==> src/rtl/freq_meter_pkg.sv <==
// Shared constants for the gated frequency counter; CONV state only exists
// when FREQ_BCD_EN is defined.
package freq_meter_pkg;

  localparam int unsigned BCD_DIGITS      = 8;
  localparam int unsigned BCD_W           = 4 * BCD_DIGITS;
  localparam int unsigned GATE_CYCLES_DEF = 50_000_000;

  localparam logic [1:0] ST_IDLE  = 2'd0;
  localparam logic [1:0] ST_GATE  = 2'd1;
  localparam logic [1:0] ST_LATCH = 2'd2;
`ifdef FREQ_BCD_EN
  localparam logic [1:0] ST_CONV  = 2'd3;
`endif

  // One double-dabble iteration: add 3 to every digit >= 5, then shift bit_in in.
  function automatic logic [BCD_W-1:0] dabble_step(input logic [BCD_W-1:0] bcd,
                                                   input logic             bit_in);
    logic [BCD_W-1:0] adj;
    adj = bcd;
    for (int unsigned i = 0; i < BCD_DIGITS; i++) begin
      if (adj[4*i +: 4] >= 4'd5) adj[4*i +: 4] = adj[4*i +: 4] + 4'd3;
    end
    return {adj[BCD_W-2:0], bit_in};
  endfunction

endpackage

==> src/rtl/freq_meter_bin2bcd_seq.sv <==
// Sequential binary-to-BCD converter (one bit per cycle); only built with
// FREQ_BCD_EN, since nothing instantiates it otherwise.
`ifdef FREQ_BCD_EN
module bin2bcd_seq
  import freq_meter_pkg::*;
#(
  parameter int unsigned CNT_W = 25
) (
  input  logic             clk_i,
  input  logic             rst_i,
  input  logic             start_i,
  input  logic [CNT_W-1:0] bin_i,
  output logic [BCD_W-1:0] bcd_o,
  output logic             done_o
);

  localparam int unsigned CW = $clog2(CNT_W + 1);

  logic [CNT_W-1:0] bin_q, bin_d;
  logic [BCD_W-1:0] bcd_q, bcd_d;
  logic [CW-1:0]    cnt_q, cnt_d;
  logic             active_q, active_d;
  logic             done_q, done_d;

  // The start cycle already consumes the MSB, so CNT_W-1 further steps follow.
  always_comb begin
    bin_d    = bin_q;
    bcd_d    = bcd_q;
    cnt_d    = cnt_q;
    active_d = active_q;
    done_d   = 1'b0;
    if (start_i) begin
      bcd_d    = dabble_step('0, bin_i[CNT_W-1]);
      bin_d    = bin_i << 1;
      cnt_d    = CW'(1);
      active_d = (CNT_W > 1);
      done_d   = (CNT_W == 1);
    end else if (active_q) begin
      bcd_d = dabble_step(bcd_q, bin_q[CNT_W-1]);
      bin_d = bin_q << 1;
      cnt_d = cnt_q + CW'(1);
      if (cnt_q == CW'(CNT_W - 1)) begin
        active_d = 1'b0;
        done_d   = 1'b1;
      end
    end
  end

  always_ff @(posedge clk_i) begin
    if (rst_i) begin
      bin_q    <= '0;
      bcd_q    <= '0;
      cnt_q    <= '0;
      active_q <= 1'b0;
      done_q   <= 1'b0;
    end else begin
      bin_q    <= bin_d;
      bcd_q    <= bcd_d;
      cnt_q    <= cnt_d;
      active_q <= active_d;
      done_q   <= done_d;
    end
  end

  assign bcd_o  = bcd_q;
  assign done_o = done_q;

endmodule
`endif

==> src/rtl/freq_meter.sv <==
// Gated frequency counter: counts synchronized rising edges of Sig_In over
// GATE_CYCLES clocks. FREQ_BCD_EN adds a CONV state and the BCD_Out port.
module freq_meter
  import freq_meter_pkg::*;
#(
  parameter int unsigned GATE_CYCLES = GATE_CYCLES_DEF,
  parameter int unsigned GN          = 26,
  parameter int unsigned CNT_W       = 25
) (
  input  logic             CLK_50M,
  input  logic             CR,
  input  logic             En,
  input  logic             Sig_In,
  output logic [CNT_W-1:0] Freq_Out,
  output logic             Valid,
  output logic             Ovf,
  output logic             Busy
`ifdef FREQ_BCD_EN
  ,
  output logic [BCD_W-1:0] BCD_Out
`endif
);

  localparam logic [GN-1:0]    GATE_LAST = GN'(GATE_CYCLES - 1);
  localparam logic [CNT_W-1:0] CNT_MAX   = {CNT_W{1'b1}};

  logic [1:0]       state_q, state_d;
  logic [GN-1:0]    gate_cnt_q, gate_cnt_d;
  logic [CNT_W-1:0] edge_cnt_q, edge_cnt_d;
  logic             sat_q, sat_d;
  logic [2:0]       sync_q;
  logic [CNT_W-1:0] freq_q, freq_d;
  logic             ovf_q, ovf_d;
  logic             valid_q, valid_d;
  logic             busy_q, busy_d;
  logic             edge_c;
  logic             finish_c;

  assign edge_c = sync_q[1] & ~sync_q[2];

`ifdef FREQ_BCD_EN
  logic             start_c;
  logic             conv_done;
  logic [BCD_W-1:0] conv_bcd;
  logic [BCD_W-1:0] bcd_q, bcd_d;

  assign start_c  = (state_q == ST_LATCH);
  assign finish_c = (state_q == ST_CONV) && conv_done;

  bin2bcd_seq #(.CNT_W(CNT_W)) u_bin2bcd (
    .clk_i  (CLK_50M),
    .rst_i  (CR),
    .start_i(start_c),
    .bin_i  (edge_cnt_q),
    .bcd_o  (conv_bcd),
    .done_o (conv_done)
  );

  assign BCD_Out = bcd_q;
`else
  assign finish_c = (state_q == ST_LATCH);
`endif

  // Next-state and result logic; finish_c publishes the result and re-arms.
  always_comb begin
    state_d    = state_q;
    gate_cnt_d = gate_cnt_q;
    edge_cnt_d = edge_cnt_q;
    sat_d      = sat_q;
    freq_d     = freq_q;
    ovf_d      = ovf_q;
    valid_d    = 1'b0;
`ifdef FREQ_BCD_EN
    bcd_d      = bcd_q;
`endif
    case (state_q)
      ST_IDLE: begin
        if (En) begin
          state_d    = ST_GATE;
          gate_cnt_d = '0;
          edge_cnt_d = '0;
          sat_d      = 1'b0;
        end
      end
      ST_GATE: begin
        if (!En) begin
          state_d = ST_IDLE;
        end else begin
          gate_cnt_d = gate_cnt_q + GN'(1);
          if (edge_c) begin
            if (edge_cnt_q == CNT_MAX) sat_d = 1'b1;
            else edge_cnt_d = edge_cnt_q + CNT_W'(1);
          end
          if (gate_cnt_q == GATE_LAST) state_d = ST_LATCH;
        end
      end
`ifdef FREQ_BCD_EN
      ST_LATCH: state_d = ST_CONV;
      ST_CONV:  state_d = ST_CONV;
`endif
      default:  state_d = ST_IDLE;
    endcase

    if (finish_c) begin
      freq_d  = edge_cnt_q;
      ovf_d   = sat_q;
      valid_d = 1'b1;
`ifdef FREQ_BCD_EN
      bcd_d   = conv_bcd;
`endif
      if (En) begin
        state_d    = ST_GATE;
        gate_cnt_d = '0;
        edge_cnt_d = '0;
        sat_d      = 1'b0;
      end else begin
        state_d = ST_IDLE;
      end
    end

    busy_d = (state_d != ST_IDLE);
  end

  always_ff @(posedge CLK_50M) begin
    if (CR) begin
      state_q    <= ST_IDLE;
      gate_cnt_q <= '0;
      edge_cnt_q <= '0;
      sat_q      <= 1'b0;
      sync_q     <= '0;
      freq_q     <= '0;
      ovf_q      <= 1'b0;
      valid_q    <= 1'b0;
      busy_q     <= 1'b0;
`ifdef FREQ_BCD_EN
      bcd_q      <= '0;
`endif
    end else begin
      state_q    <= state_d;
      gate_cnt_q <= gate_cnt_d;
      edge_cnt_q <= edge_cnt_d;
      sat_q      <= sat_d;
      sync_q     <= {sync_q[1:0], Sig_In};
      freq_q     <= freq_d;
      ovf_q      <= ovf_d;
      valid_q    <= valid_d;
      busy_q     <= busy_d;
`ifdef FREQ_BCD_EN
      bcd_q      <= bcd_d;
`endif
    end
  end

  assign Freq_Out = freq_q;
  assign Valid    = valid_q;
  assign Ovf      = ovf_q;
  assign Busy     = busy_q;

endmodule
==> config.mk <==
export PLATFORM = sky130hd
export DESIGN_NAME = freq_meter
export DESIGN_NICKNAME = d
export VERILOG_FILES = /design/src/rtl/freq_meter_pkg.sv /design/src/rtl/freq_meter_bin2bcd_seq.sv /design/src/rtl/freq_meter.sv
export SDC_FILE = /design/constraint.sdc
export NUM_CORES = 1
export LEC_CHECK = 0
export CAP_MARGIN = 20
export CORE_MARGIN = 2
export CORE_UTILIZATION = 65
export CTS_BUF_LIST = sky130_fd_sc_hd__clkbuf_4 sky130_fd_sc_hd__clkbuf_8
export DETAILED_ROUTE_END_ITERATION = 12
export PLACE_DENSITY_LB_ADDON = 0.12
export SYNTH_ARGS = -nofsm -noshare
export SYNTH_HDL_FRONTEND = slang
export SYNTH_SLANG_ARGS = --single-unit
==> constraint.sdc <==
create_clock -name CLK_50M -period 5.8 [get_ports CLK_50M]
set_input_delay 1.16 -clock CLK_50M [delete_from_list [all_inputs] [get_ports CLK_50M]]
set_output_delay 1.16 -clock CLK_50M [all_outputs]
set_load 0.01 [all_outputs]
==> flow_metrics.tcl <==
set metrics [dict create \
    outcome "completed" \
    cts_resized 0 \
    first_global_vias 3486 \
    wire_per_inst_um 16.3 \
    hpwl_mm 6.48 \
    gp_congestion 0.885 \
    worstMarginPinSlew_ns 1.07 \
    skew_ns 0.00883 \
    end_kind "register" \
    htree_levels 3 \
    yosys-top-cells-area "dfxtp_1 (42%), nand2_1 (9.0%), a21oi_1 (6.4%), nor2_1 (3.1%), nand4_1 (2.8%)" \
    reg2reg_slack_ns 2.85 \
    syn_avg_cell_area_um2 7.90 \
    yosysSeqAreaShare_pct 42.0 \
    cp_data_arrival_time_ns 3.62 \
    startpoint_type "input pin" \
    drcViolationCount 0 \
    ys_ff_latch 85 \
    yosysTopAreaCell "dfxtp_1" \
    crit_chain "clkdlybuf4s50_1 > nand3b_1 > nor2_1 > o21ai_0 > or4_1 > a21oi_1" \
    dr.pass1.iters 5 \
    cts_tree "built" \
    area_delta_synth_final_pct 13.5 \
    netlist_area_um2 4050 \
    synthDistinctLibCells 58 \
    cts_max_path_buffers 2 \
    async_reset_ff_share_pct 0 \
    cts_setup_buffers 0 \
    hold_class "register to register" \
    rsz0062_at_grt "no" \
    syn-num-nets 521 \
    via_per_inst 6.57 \
    start_util_pct 67.6 \
    drt_iter0_markers 363 \
    nets 538 \
    synthTopCellsByCount "nand2_1 (97), dfxtp_1 (85), a21oi_1 (52)" \
    root_buffer "clkbuf_8" \
    slew_headroom_pct 28.6 \
    setup_violations 0 \
    setup_tns_ns 0 \
    irDropWorstVdd_uv 173 \
    ant_nets 0 \
    io_buffer_count 31 \
    clkLatencyLatePin_ns 0.36 \
    dieHeight_um 83.0 \
    fin_util_pct 76.8 \
    clkSinkCount 85 \
    grt_overflow 0 \
    cpMaxStageDelayCell "clkdlybuf4s50_1" \
    critPathMaxStageDelay_ns 0.66 \
    syn_inst 513 \
    grt_max_degree 41 \
    synth_top_cell_area_share_pct 42.0 \
    crit_type "input pin to register" \
    fin_crit_ns 3.33 \
    path_clk_slew_ns 0.08 \
    synth_edf_count 0 \
    synth-main-ff-cell "dfxtp_1" \
    wl_mm 9.93 \
    pin_count 32 \
    die_area_um2 6880 \
    slew_viol_final 0 \
    p_total_mw 1.10 \
    cts_buffers 9 \
    power_leakage_nw 1.49 \
    hold-path-cell-count 1 \
    max_freq_ghz 0.301 \
    fin_area_um2 4600 \
    drive_gt1_share_pct 6.73 \
    antennaDiodeCount 0 \
    yosys_warnings 0 \
    hold_buffers 0 \
    fin_crit_sh_pct 57.3 \
    fill_cells 442 \
    power_density_nw_per_um2 239 \
    path_max_fanout 11 \
    hold_violations 0 \
    r2r_cells 6 \
    die_w_um 83.0 \
    pre_cts_slack_ns 2.11 \
    num_rows 28 \
    crit_required_ns 6.09 \
    max_cap_violations 0 \
    core_um2 5990 \
    yosysMostFrequentCell "nand2_1" \
    via_count 4007 \
    postPlaceCellArea_um2 4340 \
    grtUsageTotal_pct 28.0 \
    grt_antenna_before_repair 0 \
    setup_ws_ns 2.47 \
    grt_pass1_wl_mm 16.1 \
]
cells by family (layout without fill, tap and decap cells):
kind of cell / Yosys count / count (layout) / synth area share [%]
buffers and inverters: 42 / 64 / 4.57
XOR/XNOR: 1 / 1 / 0.216
AND/OR/NAND/NOR: 255 / 255 / 32.2
multiplexers: 5 / 5 / 1.36
adder cells (fa/ha/maj): 4 / 4 / 1.23
AO/OA/AOI/OAI: 121 / 121 / 18.5
flip-flops: 85 / 85 / 42.0
final cells by class:
cell class                      instances  area (um^2)  area share, %
Clock inverter                          6         86.3           1.88
Inverter                               12         45.0          0.979
Timing Repair Buffer                   36          367           7.97
Multi-Input combinational cell        386         2170           47.1
Sequential cell                        85         1700           37.0
Clock buffer                           10          138           2.99
Tap cell                               75         93.8           2.04
power breakdown:
group          switching, mW  internal, mW
Sequential           0.00208         0.585
Clock                  0.218         0.253
Combinational         0.0304        0.0108
final timing paths:
| kind | from | endpoint |
|---|---|---|
| max | En | register |
| min | sync_q[0] | sync_q[1] |
| max reg2reg | register | register |
| min reg2reg | sync_q[0] | sync_q[1] |
per-stage QoR:
step | hold WS, ns | instances
6_report | 0.453 | 610
5_1_grt | 0.463 | 610
4_1_cts | 0.458 | 608
3_5_place_dp | 0.435 | 592
3_3_place_gp | 0.415 | 592
2_1_floorplan | 0.414 | 513
layer usage:
metal | vias up | wire length [um] | global-route usage [%]
li1 | 1916 | - | -
met1 | 1895 | 4420 | 38.1
met2 | 179 | 4710 | 44.9
met3 | 17 | 641 | 4.08
met4 | 0 | 149 | 11.5
met5 | - | 0 | 0
cell usage in the layout (no fill, tap or decap), types with 8 or more instances in the layout:
| cell | n |
|---|---|
| o21ai_0 | 18 |
| nand3_1 | 20 |
| nor4_1 | 12 |
| dfxtp_1 | 85 |
| nor3_1 | 14 |
| a21oi_1 | 52 |
| clkbuf_8 | 10 |
| o211ai_1 | 14 |
| and4_1 | 8 |
| clkdlybuf4s50_1 | 30 |
| nand2_1 | 97 |
| nand4_1 | 18 |
| or4_1 | 11 |
| nor2_1 | 32 |
| inv_1 | 12 |
worst max-delay path, delay by kind of cell:
| family | cells | cell delay, ns |
|---|---|---|
| simple gates | 3 | 1.23 |
| buf+inv | 1 | 0.66 |
| compound gates | 2 | 0.57 |
Power figures use the tool's default switching activity.
